`src/rtl/vga_fb_arbiter.sv`:
```
// Framebuffer arbiter: display cell fetches in fixed x-locked slots, CPU writes in the remaining cycles.
// Build option FB_VBLANK_WR_ONLY_EN: CPU writes are accepted only during vertical blanking.
module vga_fb_arbiter #(
  parameter int H_ACTIVE = 640,
  parameter int H_TOTAL  = 800,
  parameter int V_TOTAL  = 525,
  parameter int V_ACTIVE = 480,
  parameter int COLS     = 80,
  parameter int ROWS     = 60
) (
  input  logic        clk,
  input  logic        rst,
  input  logic        pxl_en,
  input  logic [9:0]  x,
  input  logic [10:0] y,
  input  logic        wr_req,
  input  logic [12:0] wr_addr,
  input  logic [2:0]  wr_data,
  output logic        wr_ack,
  output logic [12:0] mem_addr,
  output logic        mem_we,
  output logic [2:0]  mem_wdata,
  input  logic [2:0]  mem_rdata,
  output logic        r,
  output logic        g,
  output logic        b
);

  // state  | meaning
  // S_IDLE | RAM port unused this cycle
  // S_DISP | display fetch address on the RAM port
  // S_WR   | CPU write on the RAM port, wr_ack high
  typedef enum logic [1:0] {S_IDLE, S_DISP, S_WR} state_t;

  localparam logic [9:0]  X_LAST      = 10'(H_TOTAL - 1);
  localparam logic [9:0]  X_WRAP      = 10'(H_TOTAL - 2);
  localparam logic [9:0]  X_FETCH_END = 10'(H_ACTIVE - 8);
  localparam logic [10:0] Y_LAST      = 11'(V_TOTAL - 1);
  localparam logic [10:0] Y_ACT       = 11'(V_ACTIVE);
  localparam logic [12:0] COLS_W      = 13'(COLS);
  localparam logic [12:0] N_CELLS     = 13'(COLS * ROWS);

  state_t      state_q, state_d;
  logic [12:0] mem_addr_q, mem_addr_d;
  logic        mem_we_q, mem_we_d;
  logic [2:0]  mem_wdata_q, mem_wdata_d;
  logic        cap_q;
  logic [2:0]  cur_cell_q;
  logic [2:0]  rgb_q;

  logic [9:0]  x_nxt;
  logic [10:0] y_nxt;
  logic        slot_col, slot_wrap, wr_ok;
  logic [12:0] disp_addr;

  // Slot decisions look one pixel ahead because the RAM port is registered.
  always_comb begin
    x_nxt     = (x == X_LAST) ? 10'd0 : x + 10'd1;
    y_nxt     = (y == Y_LAST) ? 11'd0 : y + 11'd1;
    slot_col  = (x_nxt[2:0] == 3'd6) && (x_nxt < X_FETCH_END) && (y < Y_ACT);
    slot_wrap = (x_nxt == X_WRAP) && (y_nxt < Y_ACT);
    if (slot_wrap) begin
      disp_addr = {5'd0, y_nxt[10:3]} * COLS_W;
    end else begin
      disp_addr = {5'd0, y[10:3]} * COLS_W + {6'd0, x_nxt[9:3]} + 13'd1;
    end
  end

`ifdef FB_VBLANK_WR_ONLY_EN
  assign wr_ok = wr_req && (y >= Y_ACT);
`else
  assign wr_ok = wr_req;
`endif

  always_comb begin
    state_d     = S_IDLE;
    mem_addr_d  = mem_addr_q;
    mem_we_d    = 1'b0;
    mem_wdata_d = mem_wdata_q;
    if (slot_col || slot_wrap) begin
      state_d    = S_DISP;
      mem_addr_d = disp_addr;
    end else if (wr_ok && (state_q != S_WR)) begin
      state_d     = S_WR;
      mem_addr_d  = wr_addr;
      mem_wdata_d = wr_data;
      mem_we_d    = (wr_addr < N_CELLS);
    end
  end

  always_ff @(posedge clk or negedge rst) begin
    if (!rst) begin
      state_q     <= S_IDLE;
      mem_addr_q  <= 13'd0;
      mem_we_q    <= 1'b0;
      mem_wdata_q <= 3'd0;
      cap_q       <= 1'b0;
      cur_cell_q  <= 3'd0;
      rgb_q       <= 3'd0;
    end else begin
      state_q     <= state_d;
      mem_addr_q  <= mem_addr_d;
      mem_we_q    <= mem_we_d;
      mem_wdata_q <= mem_wdata_d;
      cap_q       <= (state_q == S_DISP);
      if (cap_q) begin
        cur_cell_q <= mem_rdata;
      end
      rgb_q       <= pxl_en ? cur_cell_q : 3'b000;
    end
  end

  assign wr_ack    = (state_q == S_WR);
  assign mem_addr  = mem_addr_q;
  assign mem_we    = mem_we_q;
  assign mem_wdata = mem_wdata_q;
  assign r         = rgb_q[2];
  assign g         = rgb_q[1];
  assign b         = rgb_q[0];

endmodule

```
`config.mk`:
```
export PLATFORM = sky130hd
export DESIGN_NAME = vga_fb_arbiter
export DESIGN_NICKNAME = d
export VERILOG_FILES = /design/src/rtl/vga_fb_arbiter.sv
export SDC_FILE = /design/constraint.sdc
export NUM_CORES = 1
export LEC_CHECK = 0
export CAP_MARGIN = 25
export CORE_UTILIZATION = 54
export DETAILED_ROUTE_END_ITERATION = 8
export GPL_TIMING_DRIVEN = 1
export HOLD_SLACK_MARGIN = 0.06
export PLACE_DENSITY = 0.87
export SLEW_MARGIN = 10
export SYNTH_ARGS = -nofsm -noshare
export SYNTH_HDL_FRONTEND = slang
export SYNTH_SLANG_ARGS = --single-unit
```
`constraint.sdc`:
```
create_clock -name clk -period 3.4 [get_ports clk]
set_clock_uncertainty 0.2 [all_clocks]
set_input_delay 0.51 -clock clk [delete_from_list [all_inputs] [get_ports clk]]
set_output_delay 0.51 -clock clk [all_outputs]
set_load 0.05 [all_outputs]
```
======== Word level (Yosys, flattened, before mapping) ========
Index checks and enable logic that the tools add are counted.
word-level totals
  word-level logic and storage cells ...... 42
  register bits after elaboration ......... 26
  output and inout port bits .............. 21
  bits of input ports ..................... 44
operators by class
  $add $sub $neg .......................... 4
  multipliers ............................. 2
  multiplexer cells ....................... 10
  reduce and logical (&&, ||, !) cells .... 7
  magnitude comparators ................... 4
  bitwise operators ....................... 1
  equality and inequality tests ........... 7
operators with widths
  cell                                                         count
  2-to-1 mux 13 bit                                            3
  less-than comparator 11 x 9 -> 1 bit, second input constant  2
  equality test 10 bit, second input constant                  2
  multiplier 8 x 3 -> 9 bit, second input constant             2
  adder 13 x 1 -> 13 bit, second input constant                1
  adder 13 x 7 -> 13 bit                                       1
  less-than comparator 13 bit, second input constant           1
  adder 11 x 1 -> 11 bit, second input constant                1
  equality test 11 x 10 -> 1 bit, second input constant        1
  2-to-1 mux 11 bit                                            1
  adder 10 x 1 -> 10 bit, second input constant                1
  less-than comparator 10 bit, second input constant           1
  2-to-1 mux 10 bit                                            1
  logical AND 1 bit                                            4
  2-to-1 mux 2 bit                                             2
  equality test 3 bit, second input constant                   1
  2-to-1 mux 3 bit                                             1
  equality test 2 x 1 -> 1 bit, second input constant          1
  equality test 2 bit, second input constant                   1
  2-to-1 mux 1 bit                                             2
  inequality test 2 bit, second input constant                 1
  AND reduction 2 bit                                          1
  nonzero test 2 bit                                           1
  logical OR 1 bit                                             1
  inverter 1 bit                                               1

======== Depth between registers and ports, before layout ========
  depth in word-level cells ............... 8
  gate-level depth with buffers ........... 13
  mapped depth without buffers ............ 12

======== Least setup slack after synthesis ========
OpenSTA, ideal clock, no wires.
  kind .................................... input-to-reg
  start ................................... input port x[5]
  end ..................................... register mem_addr_q[11] (netlist: mem_addr[11])
  library setup time ...................... 0.126 ns
  path slack .............................. 0.335 ns
  cell stages on the path ................. 11
  arrival time ............................ 2.739 ns
  buffers on the path ..................... 1
  data required time ...................... 3.074 ns
  cells stage by stage .................... clkbuf_1 -> nand3_1 -> or3_1 -> nand2_1 -> ha_1 -> a21oi_1 -> a211oi_1 -> a2111oi_2 -> nor3_1 -> xnor2_1 -> a221o_1
between the ends
  cells in the longest elaborated chain, start to end .. 7
  elaborated cells between the ends (all ways) .. 15
  those cells by class .................... add/sub (3); order compare (1); eq/ne (3); mux (3); reduce/logical (5)
ends and longest elaborated chain
  what                                                                            line  source
  start: declaration                                                              14    input logic [9:0] x,
  adder 10 x 1 -> 10 bit / equality test 10 bit (equally long branches)           58    x_nxt = (x == X_LAST) ? 10'd0 : x + 10'd1;
  2-to-1 mux 10 bit (*)                                                           58
  parallel branches: the longest is 5 deep, another holds adder 13 x 7 -> 13 bit  n/a
  end signal: assignment                                                          102   mem_addr_q <= mem_addr_d;
  end: declaration                                                                44    logic [12:0] mem_addr_q, mem_addr_d;
Mark *: on every way between the ends.
A chain may end at the register's enable or synchronous reset.

======== Worst setup path after layout ========
  start ................................... input port y[0]
  end ..................................... register mem_addr_q[12] (netlist: mem_addr[12])
between the ends
  cells in the longest elaborated chain, start to end .. 6
  elaborated cells between the ends (all ways) .. 12
  those cells by class .................... add/sub (1); mul (1); order compare (2); eq/ne (1); mux (3); reduce/logical (4)
ends and longest elaborated chain
  what                                                                            line  source
  start: declaration                                                              15    input logic [10:0] y,
  parallel branches: the longest is 6 deep, another holds adder 11 x 1 -> 11 bit  n/a
Several ways; the timed one is not identified.

==> flow_metrics.env <==
export IMPL_total_power_w=0.00136
export IMPL_htree_levels=1
export IMPL_grt_start_max_net_pins=27
export IMPL_cts_sinks=26
export IMPL_path_cells="clkdlybuf4s50_1 > nand4_1 > nor2_2 > nand2_1 > xnor2_2 > ha_1 > ha_1 > a21o_1 > a21oi_2 > nor2b_1 > o21a_1 > o31ai_2 > o211ai_1"
export IMPL_final_area_mm2=0.00384
export IMPL_post_route_period_util_pct=99.2
export IMPL_maxSlewHeadroom_pct=37.6
export IMPL_reg2reg_depth=4
export IMPL_synth_top_area_share_pct=25.8
export IMPL_synth_warnings=0
export IMPL_hold_class="reg -> reg"
export IMPL_period_minus_slack_ns=3.37
export IMPL_path_common_cell="ha_1"
export IMPL_crit_path_max_incr_delay_ns=0.53
export IMPL_num_rows=24
export IMPL_async_reset_ff_share_pct=100
export IMPL_final_layout_size_suffix_gt1_share_pct=24.4
export IMPL_die_width_um=70.3
export IMPL_antenna_found_initial=0
export IMPL_clock_latency_ns=0.29
export IMPL_overflow=0
export IMPL_crit_path_start_kind="input port"
export IMPL_critPathRequiredTime_ns=3.35
export IMPL_fmax_mhz=296
export IMPL_critPathKind="in -> reg"
export IMPL_vias=2779
export IMPL_die_area_mm2=0.00495
export IMPL_routed_wirelength_um=8570
export IMPL_root_buffer="clkbuf_8"
export IMPL_antenna_cells=0
export IMPL_synth_edff_count=0
export IMPL_core_area_mm2=0.00441
export IMPL_start_util_pct=57.1
export IMPL_drt_iter0_drc=172
export IMPL_grt_first_pass_wirelength_um=12900
export IMPL_grt_pass1_vias=2765
export IMPL_ys_ff_latch=26
export IMPL_port_buffers=64
export IMPL_outcome="completed"
export IMPL_synthTopCellsByCount="dfrtp_1 (26), ha_1 (23), nand2_1 (21)"
export IMPL_hold_viol=0
export IMPL_finalNetCount=467
export IMPL_syn_avg_cell_area_um2=9.11
export IMPL_synth_area_top_cells="dfrtp_1 (26%), ha_1 (11%), mux2i_1 (7.5%)"
export IMPL_synth_distinct_cells=54
export IMPL_routedWlPerCell_um=19.1
export IMPL_gp_congestion=0.892
export IMPL_end_kind="flip-flop"
export IMPL_slowest_stage="clkdlybuf4s50_1"
export IMPL_clkTransAtPathRegs_ns=0.10
export IMPL_yosysTopAreaCell="dfrtp_1"
export IMPL_gr_usage_all_layers_pct=33.0
export IMPL_seq_area_frac_synth_pct=25.8
export IMPL_tritoncts="yes"
export IMPL_ioPinCount=65
export IMPL_synthToLayoutAreaGrowth_pct=52.3
export IMPL_detailedPlace_worstSlack_ns=-0.262
export IMPL_postRouteAntennaNets=0
export IMPL_worst_slew_pin_slew_ns=0.936
export IMPL_dp_hpwl_um=6290
export IMPL_dr_pass1_iters=4
export IMPL_setup_violations=0
export IMPL_dieHeight_um=70.3
export IMPL_setup_slack_ns=0.0258
export IMPL_drcViolationCount=0
export IMPL_p_per_area_mw_per_mm2=354
export IMPL_hold_depth=1
export IMPL_synthMostInstantiatedCell="dfrtp_1"
export IMPL_syn_area_mm2=0.00252
export IMPL_p_leak_nw=1.81
export IMPL_drv_cap=0
export IMPL_ys_flop_type="dfrtp_1"
export IMPL_slew_violations=0
export IMPL_cts_made_buffers=3
export IMPL_synth_cells=277
export IMPL_critPathArrivalTime_ns=3.32
export IMPL_clock_path_buffers=2
export IMPL_crit_fanout=4
export IMPL_r2r_slack_ns=1.07
export IMPL_synth_nets=346
export IMPL_ir_worst_vdd_mv=0.206
export IMPL_routed_via_density=6.19
export IMPL_fin_util_pct=87.0
export IMPL_placed_area_mm2=0.00363
worst paths after layout:
kind / startpoint / endpoint
setup / recovery: y[0] / mem_addr[12]
hold / removal: state_q[1] / cap_q
setup reg to reg: state_q[1] / mem_wdata[2]
hold reg to reg: state_q[1] / cap_q
max in group asynchronous: rst / rgb_q[1]
min in group asynchronous: rst / cap_q
cell usage in the layout, fill, tap and decap left out, types with 3 or more instances in the layout:
master / count
a21boi_0: 3
a21o_1: 5
a21oi_1: 5
a21oi_2: 4
a221o_1: 4
a31oi_1: 4
and2_1: 5
and3_1: 6
buf_4: 62
clkbuf_8: 3
clkdlybuf4s50_1: 55
dfrtp_1: 26
dlymetal6s2s_1: 9
ha_1: 22
inv_1: 11
mux2_2: 7
mux2i_1: 18
nand2_1: 21
nand2b_1: 3
nand3_1: 10
nand4_1: 6
nor2_1: 8
nor2b_1: 3
nor3_1: 9
o211ai_1: 3
o21a_1: 3
o21ai_0: 6
o31ai_1: 3
or3_1: 3
xnor2_1: 15
xor2_1: 9
sequential cells by signal, summed over array words and instances (netlist names):
register and count:
mem_addr 13, mem_we 1, state_q 2, rgb_q 3, cap_q 1, mem_wdata 3
cur_cell_q 3
area by class of cell:
type / count / area (um2)
fill: 224 / 573
timing repair buffer: 127 / 1150
clock inverter: 1 / 30.0
tap: 52 / 65.1
inverter: 11 / 41.3
multi-input combinational: 229 / 1860
clock buffer: 3 / 41.3
sequential: 26 / 651
power by group:
group,total [W],internal [W],leakage [nW],switching [W]
logic,0.000719,0.000320,1.46,0.000399
clock network,0.000263,0.000158,0.0357,0.000105
registers,0.000379,0.000354,0.320,0.0000245
total,0.00136,0.000832,1.81,0.000529
worst max-delay path: cells and delay by family:
family / cells / cell delay [ns]
AOI/OAI and AO/OA: 5 / 0.95
adders and majority gates: 2 / 0.61
and+or+nand+nor: 4 / 0.57
buffers and inverters: 1 / 0.53
xor gates and xnor gates: 1 / 0.15
layer usage:
| metal | wire length [um] | part of all wire, % | vias up | track usage, % |
|---|---|---|---|---|
| li1 | - | - | 1275 | - |
| met2 | 4360 | 51 | 138 | 58.5 |
| met5 | 0 | 0 | - | 0 |
| met4 | 497 | 5.8 | 0 | 18.2 |
| met3 | 462 | 5.4 | 53 | 4.33 |
| met1 | 3250 | 38 | 1313 | 38.0 |
per-stage QoR:
stage                     cells  hold slack (ns)  TNS [ns]
after floorplan             277           0.0144         0
after global placement      442            0.200    -0.843
after detailed placement    442            0.223     -1.37
after CTS                   446            0.254         0
after global routing        449            0.268    -0.293
final                       449            0.253         0
cell families (layout without fill, tap and decap cells):
| kind of cell | Yosys count | count (layout) | share of synthesized area [%] |
|---|---|---|---|
| compound gates | 59 | 59 | 17.1 |
| flops | 26 | 26 | 25.8 |
| fa+ha+maj | 25 | 25 | 13.0 |
| xor+xnor | 27 | 27 | 9.37 |
| mux | 26 | 26 | 10.7 |
| buf+inv | 22 | 142 | 3.92 |
| simple gates | 92 | 92 | 20.1 |
timing repair:
action | 4_1_cts | 5_1_grt
resized for setup | 0 | 28
setup buffers | 0 | 3
hold buffers | 0 | 0
endpoints found under the setup margin | 0 | 6
Note: power is estimated with default switching activity, not from simulation.
